### config.mk
export PLATFORM = sky130hd
export DESIGN_NAME = stopwatch_bcd
export DESIGN_NICKNAME = d
export VERILOG_FILES = /design/src/rtl/stopwatch_bcd.sv
export SDC_FILE = /design/constraint.sdc
export NUM_CORES = 1
export LEC_CHECK = 0
export CORE_ASPECT_RATIO = 2
export CORE_UTILIZATION = 30
export DETAILED_ROUTE_END_ITERATION = 8
export SYNTH_ARGS = -nofsm -noshare
export SYNTH_HDL_FRONTEND = slang
export SYNTH_SLANG_ARGS = --single-unit
### constraint.sdc
create_clock -name i_clk_100MHz -period 4 [get_ports i_clk_100MHz]
set_clock_uncertainty 0.05 [all_clocks]
set_input_delay 0.6 -clock i_clk_100MHz [delete_from_list [all_inputs] [get_ports i_clk_100MHz]]
set_output_delay 0.6 -clock i_clk_100MHz [all_outputs]
set_load 0.03 [all_outputs]
### src/rtl/stopwatch_bcd.sv
// stopwatch_bcd: MM:SS stopwatch counting seconds in BCD.
//   Rising edges of the divider's 1 Hz level are detected in the system clock domain and,
//   after TICKS_PER_SEC of them, one second is added. A start/stop/zero command FSM
//   (IDLE, RUN, PAUSE) gates counting. The counter wraps MAX_MIN:59 -> 00:00.
//
// Optional feature: define STOPWATCH_LAP_EN to add a lap latch (i_lap, o_lap_*).
//
// Ports:
//   i_clk_100MHz   system clock, all logic on the rising edge
//   i_clr          synchronous active-high reset
//   i_clk_1Hz      1 Hz square wave from the divider, same clock domain
//   i_start        one-cycle pulse: run
//   i_stop         one-cycle pulse: pause
//   i_zero         one-cycle pulse: clear count, return to IDLE
//   i_lap          (lap build) latch current digits while running
//   o_lap_valid    (lap build) lap latch holds a captured time
//   o_lap_*        (lap build) latched BCD digits
//   o_sec_ones     BCD 0-9
//   o_sec_tens     BCD 0-5
//   o_min_ones     BCD 0-9
//   o_min_tens     BCD 0-9
//   o_running      high while in RUN
//   o_rollover     one-cycle pulse on wrap to 00:00
module stopwatch_bcd #(
   parameter int unsigned TICKS_PER_SEC = 1,
   parameter int unsigned MAX_MIN       = 59
) (
   input  logic       i_clk_100MHz,
   input  logic       i_clr,
   input  logic       i_clk_1Hz,
   input  logic       i_start,
   input  logic       i_stop,
   input  logic       i_zero,
`ifdef STOPWATCH_LAP_EN
   input  logic       i_lap,
   output logic       o_lap_valid,
   output logic [3:0] o_lap_sec_ones,
   output logic [3:0] o_lap_sec_tens,
   output logic [3:0] o_lap_min_ones,
   output logic [3:0] o_lap_min_tens,
`endif
   output logic [3:0] o_sec_ones,
   output logic [3:0] o_sec_tens,
   output logic [3:0] o_min_ones,
   output logic [3:0] o_min_tens,
   output logic       o_running,
   output logic       o_rollover
);

   localparam int unsigned PW = (TICKS_PER_SEC > 1) ? $clog2(TICKS_PER_SEC) : 1;
   localparam logic [PW-1:0] PrescLast = PW'(TICKS_PER_SEC - 1);
   localparam logic [3:0] MaxMinTens = 4'(MAX_MIN / 10);
   localparam logic [3:0] MaxMinOnes = 4'(MAX_MIN % 10);

   typedef enum logic [1:0] {StIdle, StRun, StPause} state_e;

   state_e          state_q, state_d;
   logic            prev_q;
   logic [PW-1:0]   presc_q, presc_d;
   logic [3:0]      sec_ones_q, sec_ones_d;
   logic [3:0]      sec_tens_q, sec_tens_d;
   logic [3:0]      min_ones_q, min_ones_d;
   logic [3:0]      min_tens_q, min_tens_d;
   logic            rollover_q, rollover_d;
   logic            tick;

   assign tick = i_clk_1Hz & ~prev_q;

   always_comb begin
      state_d    = state_q;
      presc_d    = presc_q;
      sec_ones_d = sec_ones_q;
      sec_tens_d = sec_tens_q;
      min_ones_d = min_ones_q;
      min_tens_d = min_tens_q;
      rollover_d = 1'b0;
      if (i_zero) begin
         state_d    = StIdle;
         presc_d    = '0;
         sec_ones_d = '0;
         sec_tens_d = '0;
         min_ones_d = '0;
         min_tens_d = '0;
      end else if (i_stop) begin
         // stop beats a same-cycle start, so IDLE/PAUSE never leave here
         if (state_q == StRun) state_d = StPause;
      end else if (i_start && (state_q != StRun)) begin
         state_d = StRun;
      end else if ((state_q == StRun) && tick) begin
         if (presc_q == PrescLast) begin
            presc_d = '0;
            if (sec_ones_q != 4'd9) begin
               sec_ones_d = sec_ones_q + 4'd1;
            end else begin
               sec_ones_d = '0;
               if (sec_tens_q != 4'd5) begin
                  sec_tens_d = sec_tens_q + 4'd1;
               end else begin
                  sec_tens_d = '0;
                  if ((min_tens_q == MaxMinTens) && (min_ones_q == MaxMinOnes)) begin
                     min_ones_d = '0;
                     min_tens_d = '0;
                     rollover_d = 1'b1;
                  end else if (min_ones_q != 4'd9) begin
                     min_ones_d = min_ones_q + 4'd1;
                  end else begin
                     min_ones_d = '0;
                     min_tens_d = min_tens_q + 4'd1;
                  end
               end
            end
         end else begin
            presc_d = presc_q + PW'(1);
         end
      end
   end

   always_ff @(posedge i_clk_100MHz) begin
      if (i_clr) begin
         state_q    <= StIdle;
         prev_q     <= 1'b0;
         presc_q    <= '0;
         sec_ones_q <= '0;
         sec_tens_q <= '0;
         min_ones_q <= '0;
         min_tens_q <= '0;
         rollover_q <= 1'b0;
      end else begin
         state_q    <= state_d;
         prev_q     <= i_clk_1Hz;
         presc_q    <= presc_d;
         sec_ones_q <= sec_ones_d;
         sec_tens_q <= sec_tens_d;
         min_ones_q <= min_ones_d;
         min_tens_q <= min_tens_d;
         rollover_q <= rollover_d;
      end
   end

   assign o_sec_ones = sec_ones_q;
   assign o_sec_tens = sec_tens_q;
   assign o_min_ones = min_ones_q;
   assign o_min_tens = min_tens_q;
   assign o_running  = (state_q == StRun);
   assign o_rollover = rollover_q;

`ifdef STOPWATCH_LAP_EN
   logic        lap_valid_q;
   logic [15:0] lap_q;

   // Lap captures the displayed (pre-increment) digits of the cycle i_lap is seen.
   always_ff @(posedge i_clk_100MHz) begin
      if (i_clr || i_zero) begin
         lap_valid_q <= 1'b0;
         lap_q       <= '0;
      end else if (i_lap && (state_q == StRun)) begin
         lap_valid_q <= 1'b1;
         lap_q       <= {min_tens_q, min_ones_q, sec_tens_q, sec_ones_q};
      end
   end

   assign o_lap_valid    = lap_valid_q;
   assign o_lap_min_tens = lap_q[15:12];
   assign o_lap_min_ones = lap_q[11:8];
   assign o_lap_sec_tens = lap_q[7:4];
   assign o_lap_sec_ones = lap_q[3:0];
`endif

endmodule

==> flow_metrics.env, run 1 <==
export IMPL_run_status="finished clean"
export IMPL_switching_power_uw=75.90
export IMPL_worst_ep_arrival_time_ns=2.58
export IMPL_p_int_uw=340.6
export IMPL_drt_wl_total_mm=2.165
export IMPL_die_w_um=42.90
export IMPL_seq_power_share=0.482
export IMPL_holdBufCountCts=0
export IMPL_grt_start_max_net_pins=19
export IMPL_final_min_period_over_clock_period=0.6084
export IMPL_grt_setup_unrepaired="false"
export IMPL_first_global_vias=886
export IMPL_cp_start_kind="primary input"
export IMPL_timing_critical_path_to_type="flip-flop"
export IMPL_peak_supply_drop_mv=0.1746
export IMPL_rows=29
export IMPL_power_dens_cells_mw_per_mm2=315.2
export IMPL_cts_reportedPaths_clkPinSlew_ns=0.08
export IMPL_postCtsSetupRepairBufs=0
export IMPL_timing_fmax_mhz=410.9
export IMPL_clockRootBuffer="clkbuf_8"
export IMPL_dominant_combinational_cell_family_by_area_after_synthesis="simple AND/OR/NAND/NOR gates"
export IMPL_total_nets_after_synthesis=126
export IMPL_grt_first_pass_wirelength_mm=3.732
export IMPL_cts_buffers=3
export IMPL_worst_pin_slew_ns=0.4293
export IMPL_syn_area_mm2=0.001003
export IMPL_fin_nets=150
export IMPL_clk_path_buf_depth=2
export IMPL_hold_class="reg2reg"
export IMPL_p_sw_frac=0.1823
export IMPL_dominantRegCellSynth="dfxtp_1"
export IMPL_dp_final_hpwl_mm=1.646
export IMPL_number_of_optimization_iterations_in_the_first_detailed_route_pass=4
export IMPL_synth_top_cell_area_share=0.3990
export IMPL_initial_antenna_violation_count=0
export IMPL_first_iter_violations=11
export IMPL_synth_async_sr_flop_share=0
export IMPL_grt_remaining_overflow=0
export IMPL_worst_path_max_fanout=17
export IMPL_final_layout_size_suffix_gt1_frac=0.1007
export IMPL_netlist_instances=116
export IMPL_cell_leakage_power_uw=0.0004436
export IMPL_port_buffers=23
export IMPL_ratio_of_routed_vias_to_standard_cells=5.324
export IMPL_yosys_warnings=0
export IMPL_avgRoutedWirePerCell_um=12.74
export IMPL_crit_start="i_stop"
export IMPL_post_synth_simple_gate_area=0.3067
export IMPL_fp_dieH_um=83.79
export IMPL_num_vias=905
export IMPL_synthMuxAreaShare=0.01995
export IMPL_cp_data_required_time_ns=4.14
export IMPL_leading_post_synthesis_cells_by_cell_area="dfxtp_1 40%, a21oi_1 7.0%, o21ai_0 5.5%, ha_1 5.0%, nor2_1 4.5%"
export IMPL_yosysSeqAreaShare=0.3990
export IMPL_initial_utilization=0.3143
export IMPL_min_period_ns=2.434
export IMPL_synth_cell_type_count=29
export IMPL_synthesis_area_per_instance_um2=8.651
export IMPL_maxSlewViolCount=0
export IMPL_syn2layout_area_growth_pct=31.67
export IMPL_power_clock_fraction=0.482
export IMPL_finalSetupViolCount=0
export IMPL_combPwrFrac=0.036
export IMPL_core_area_mm2=0.003193
export IMPL_synth_top_area_cell="dfxtp_1"
export IMPL_timing_hold_worst_start="o_min_tens[3]"
export IMPL_worstSkewPairLatency_ns=0.26
export IMPL_timing_hold_violations_final=0
export IMPL_timing_max_cap_violations=0
export IMPL_yosys_area_share_adder=0.04988
export IMPL_slew_headroom=0.7126
export IMPL_power_total_uw=416.5
export IMPL_die_area_mm2=0.003594
export IMPL_post_cts_resize_count=0
export IMPL_worst_setup_path_class="in2reg"
export IMPL_top_level_ports=24
export IMPL_postRouteAntennaNets=0
export IMPL_htreeDepth=1
export IMPL_timing_rr_start="state_q[1]"
export IMPL_ys_seq_elements=20
export IMPL_clock_tree_from_tritoncts="done"
export IMPL_clkSinkCount=20
export IMPL_count_of_flip_flops_with_a_built_in_enable_after_synthesis=0
export IMPL_route_detailed_drc=0
export IMPL_placedCellCount=166
export IMPL_setup_tns_ns=0
export IMPL_synth_compound_area_share=0.1496
export IMPL_layout_cells_non_filler=170
export IMPL_track_usage=0.1308
export IMPL_xor_xnor_share_of_the_synthesized_area=0.02618
export IMPL_diodes=0
export IMPL_gpl_final_weighted_congestion=0.7885
path summary, 6_finish.rpt:
check             slack (ns)             to  cells past startpoint
setup / recovery        1.57  o_min_tens[1]                      5
hold / removal          0.47  o_min_tens[3]                      2
setup reg to reg        2.05  o_min_tens[1]                      4
hold reg to reg         0.47  o_min_tens[3]                      2
power groups by stage:
stage	combinational, µW	sequential, µW	clock [µW]
finish	15.1	201	201
global route	16.4	201	214
CTS	15.3	201	207
detailed placement	15.2	205	0
global placement	15.0	205	0
floorplan	6.44	205	0
final cells by class:
type                       instances  area, µm²
clock buffer                       3      41.29
clock inverter                     1      30.03
fill                             346       1872
inverter                           7      26.28
multi-input combinational         85      554.3
sequential                        20      400.4
tap                               31      38.79
timing repair buffer              23      230.2
kinds of logic (layout without fill, tap and decap cells):
group / Yosys count / in the layout
compound gates: 28 / 28
xor+xnor: 3 / 3
fa+ha+maj: 4 / 4
buf+inv: 11 / 34
flops: 20 / 20
mux: 2 / 2
simple gates: 48 / 48
synthesized netlist by cell type (2+ instances only):
| cell type | n |
|---|---|
| xor2_1 | 2 |
| inv_1 | 7 |
| nor2b_1 | 2 |
| nand2_1 | 8 |
| or3_1 | 2 |
| clkbuf_1 | 2 |
| or3_2 | 4 |
| a21oi_1 | 14 |
| nor2_1 | 12 |
| and3b_1 | 2 |
| ha_1 | 4 |
| nand4_1 | 3 |
| or4_1 | 3 |
| o21ai_0 | 11 |
| and4bb_2 | 2 |
| dfxtp_1 | 20 |
| mux2i_1 | 2 |
| nand3_1 | 5 |
placed cells by master (no fill, tap or decap), types with 2 or more instances in the layout:
cell type / instances
nand2_1: 8
mux2i_1: 2
or3_2: 4
a21oi_1: 14
xor2_1: 2
dfxtp_1: 20
ha_1: 4
and4bb_2: 2
nor2_1: 12
clkbuf_8: 3
nand4_1: 3
o21ai_0: 11
nor2b_1: 2
or3_1: 2
clkdlybuf4s50_1: 23
or4_1: 3
inv_1: 7
and3b_1: 2
nand3_1: 5
state kept, by name, summed over array words and instances, names as in the netlist:
signal / count
state_q: 2
prev_q: 1
o_sec_ones: 4
o_min_tens: 4
o_rollover: 1
o_min_ones: 4
o_sec_tens: 4
through the flow:
stage / hold slack [ns] / area [µm²] / setup WS (ns) / utilization
floorplan: 0.4475 / 1003 / 2.058 / -
detailed placement: 0.4515 / 1250 / 1.292 / 0.3915
global route: 0.4829 / 1321 / 1.454 / 0.4138
CTS: 0.4627 / 1321 / 1.570 / 0.4138
finish: 0.4703 / 1321 / 1.566 / 0.4138
global placement: 0.4389 / 1250 / 1.341 / 0.3915
worst max-delay path, cell delays in order:
cell,delay (ns)
clkdlybuf4s50_1,0.49
nor4b_4,0.47
nand4_4,0.30
or4_1,0.56
a21oi_1,0.15
layer usage:
layer	vias up	track usage	wire [µm]
met5	-	0	0
met4	0	0.06818	34
met3	4	0.02165	53
met2	14	0.2466	1239
met1	433	0.1257	838
li1	454	-	-
(Power assumes the default switching activity.)
==> inputs of run 2 (changes only) <==
- clock period: 4 -> 2 ns (I/O delays scaled with it)
==> run 2 against run 1 <==
Effect of this change: sequential power grew 100%; combinational power increased by 120%; sequential share of layout area fell by 0.70 points; core utilization grew 0.98 points; global-route usage increased by 0.96 points; worst setup slack worse by 1.4 ns; largest power group unchanged; critical path depth decreased by 3; non-clock buffer count grew 6; clock-buffer cell count is 1 higher; via count increased by 2.5%; first-iteration DRC count up 55%; cell count grew 3.5%.
==> flow_metrics.env, run 2 (synthesis gave the netlist of run 1 again) <==
export IMPL_postRouteAntennaNets=0
export IMPL_power_total_uw=744.3
export IMPL_timing_critical_path_slowest_stage_cell="clkdlybuf4s50_1"
export IMPL_track_usage=0.1404
export IMPL_hold_slack_ns=0.3483
export IMPL_clk_path_buf_depth=2
export IMPL_cts_buffers=3
export IMPL_timing_critical_path_to_type="output pin"
export IMPL_cp_data_required_time_ns=1.65
export IMPL_initial_utilization=0.3143
export IMPL_postCtsSetupRepairBufs=0
export IMPL_die_w_um=42.90
export IMPL_cell_leakage_power_uw=0.0004739
export IMPL_drt_wl_total_mm=2.285
export IMPL_fin_nets=156
export IMPL_grt_setup_unrepaired="false"
export IMPL_worst_ep_arrival_time_ns=1.52
export IMPL_die_area_mm2=0.003594
export IMPL_first_iter_violations=17
export IMPL_first_global_vias=923
export IMPL_crit_start="state_q[1]"
export IMPL_timing_hold_violations_final=0
export IMPL_dp_final_hpwl_mm=1.730
export IMPL_hold_class="in2reg"
export IMPL_grt_remaining_overflow=0
export IMPL_diodes=0
export IMPL_layout_cells_most_common_list="22 x clkdlybuf4s50_1, 20 x dfxtp_1, 14 x a21oi_1"
export IMPL_core_area_mm2=0.003193
export IMPL_holdBufCountCts=0
export IMPL_power_dens_cells_mw_per_mm2=550.3
export IMPL_worst_path_largest_cell_delay_ns=0.67
export IMPL_avgRoutedWirePerCell_um=12.98
export IMPL_layout_cells_non_filler=176
export IMPL_most_common_cell_after_layout_fill_and_taps_aside="clkdlybuf4s50_1"
export IMPL_clock_tree_from_tritoncts="done"
export IMPL_crit_buf_inv=1
export IMPL_syn2layout_area_growth_pct=34.79
export IMPL_min_period_ns=1.869
export IMPL_run_status="finished clean"
export IMPL_route_detailed_drc=0
export IMPL_finalSetupViolCount=0
export IMPL_timing_rr_start="o_sec_ones[1]"
export IMPL_slew_headroom=0.7569
export IMPL_timing_max_cap_violations=0
export IMPL_layout_filler_cells=336
export IMPL_port_buffers=23
export IMPL_placedCellCount=172
export IMPL_timing_hold_worst_start="i_stop"
export IMPL_worst_pin_slew_ns=0.3647
export IMPL_clockRootBuffer="clkbuf_8"
export IMPL_num_vias=928
export IMPL_initial_antenna_violation_count=0
export IMPL_grt_first_pass_wirelength_mm=3.967
export IMPL_maxSlewViolCount=0
export IMPL_cp_start_kind="flip-flop"
export IMPL_cts_reportedPaths_clkPinSlew_ns=0.07
export IMPL_worst_setup_path_class="reg2out"
export IMPL_final_layout_size_suffix_gt1_frac=0.1379
export IMPL_worstSkewPairLatency_ns=0.26
export IMPL_final_min_period_over_clock_period=0.9346
export IMPL_timing_fmax_mhz=535.0
export IMPL_htreeDepth=1
export IMPL_worst_path_max_fanout=4
export IMPL_cell_by_cell_trace_of_the_critical_path="and2b_2 > clkdlybuf4s50_1"
export IMPL_gpl_final_weighted_congestion=0.7508
export IMPL_postLayoutCoreUtil=0.4236
export IMPL_fp_dieH_um=83.79
export IMPL_rows=29
export IMPL_top_level_ports=24
export IMPL_clkSinkCount=20
export IMPL_number_of_optimization_iterations_in_the_first_detailed_route_pass=4
export IMPL_grt_start_max_net_pins=19
export IMPL_peak_supply_drop_mv=0.2659
export IMPL_setup_tns_ns=0
export IMPL_ratio_of_routed_vias_to_standard_cells=5.273
export IMPL_cp_top_family="buffers and inverters"
[run 2: cell type report]
cell class / instances / area, µm² / share of cell area
clock buffer: 4 / 55.05 / 0.04070
tap: 31 / 38.79 / 0.02868
inverter: 7 / 26.28 / 0.01943
timing repair buffer: 29 / 277.8 / 0.2054
multi-input combinational: 85 / 554.3 / 0.4098
sequential: 20 / 400.4 / 0.2960
[run 2: final timing paths]
path	to	depth (start not counted)	slack, ns
worst min-delay path	state_q[1]	3	0.35
worst max register to register	o_min_tens[0]	4	0.19
worst min register to register	o_min_ones[1]	2	0.46
worst max-delay path	o_running	2	0.13
[run 2: timing repair]
item,in CTS,in global routing
setup endpoints to repair,0,5
endpoints found under the hold margin,0,0
resized for setup,0,1
[run 2: layer usage]
metal  vias to the layer above  global-route usage  routed length (µm)
met5                         -                   0                   0
met2                        17              0.2493                1275
met4                         0             0.08523                  66
met1                       440              0.1452                 870
li1                        464                   -                   -
met3                         7             0.02165                  72
[run 2: report_power, final]
part / total [µW] / switching, µW / leakage [µW] / internal, µW
logic: 32.5 / 16.7 / 0.000284 / 15.7
registers: 401 / 1.71 / 0.000161 / 400
clock network: 310 / 135 / 0.0000288 / 175
total: 744 / 154 / 0.000474 / 591
[run 2: through the flow]
step / setup slack [ns] / cell area (µm²)
after floorplan: 0.1858 / 1003
after global placement: -0.1974 / 1295
after detailed placement: -0.2391 / 1295
after CTS: 0.03524 / 1350
after global routing: 0.08093 / 1353
final: 0.1308 / 1353
[run 2: worst reg2reg max path, stage by stage, from the launching register on]
cell	delay (ns)
dfxtp_1	0.38
and4bb_2	0.40
nand4_4	0.21
or4_1	0.55
a21oi_1	0.16
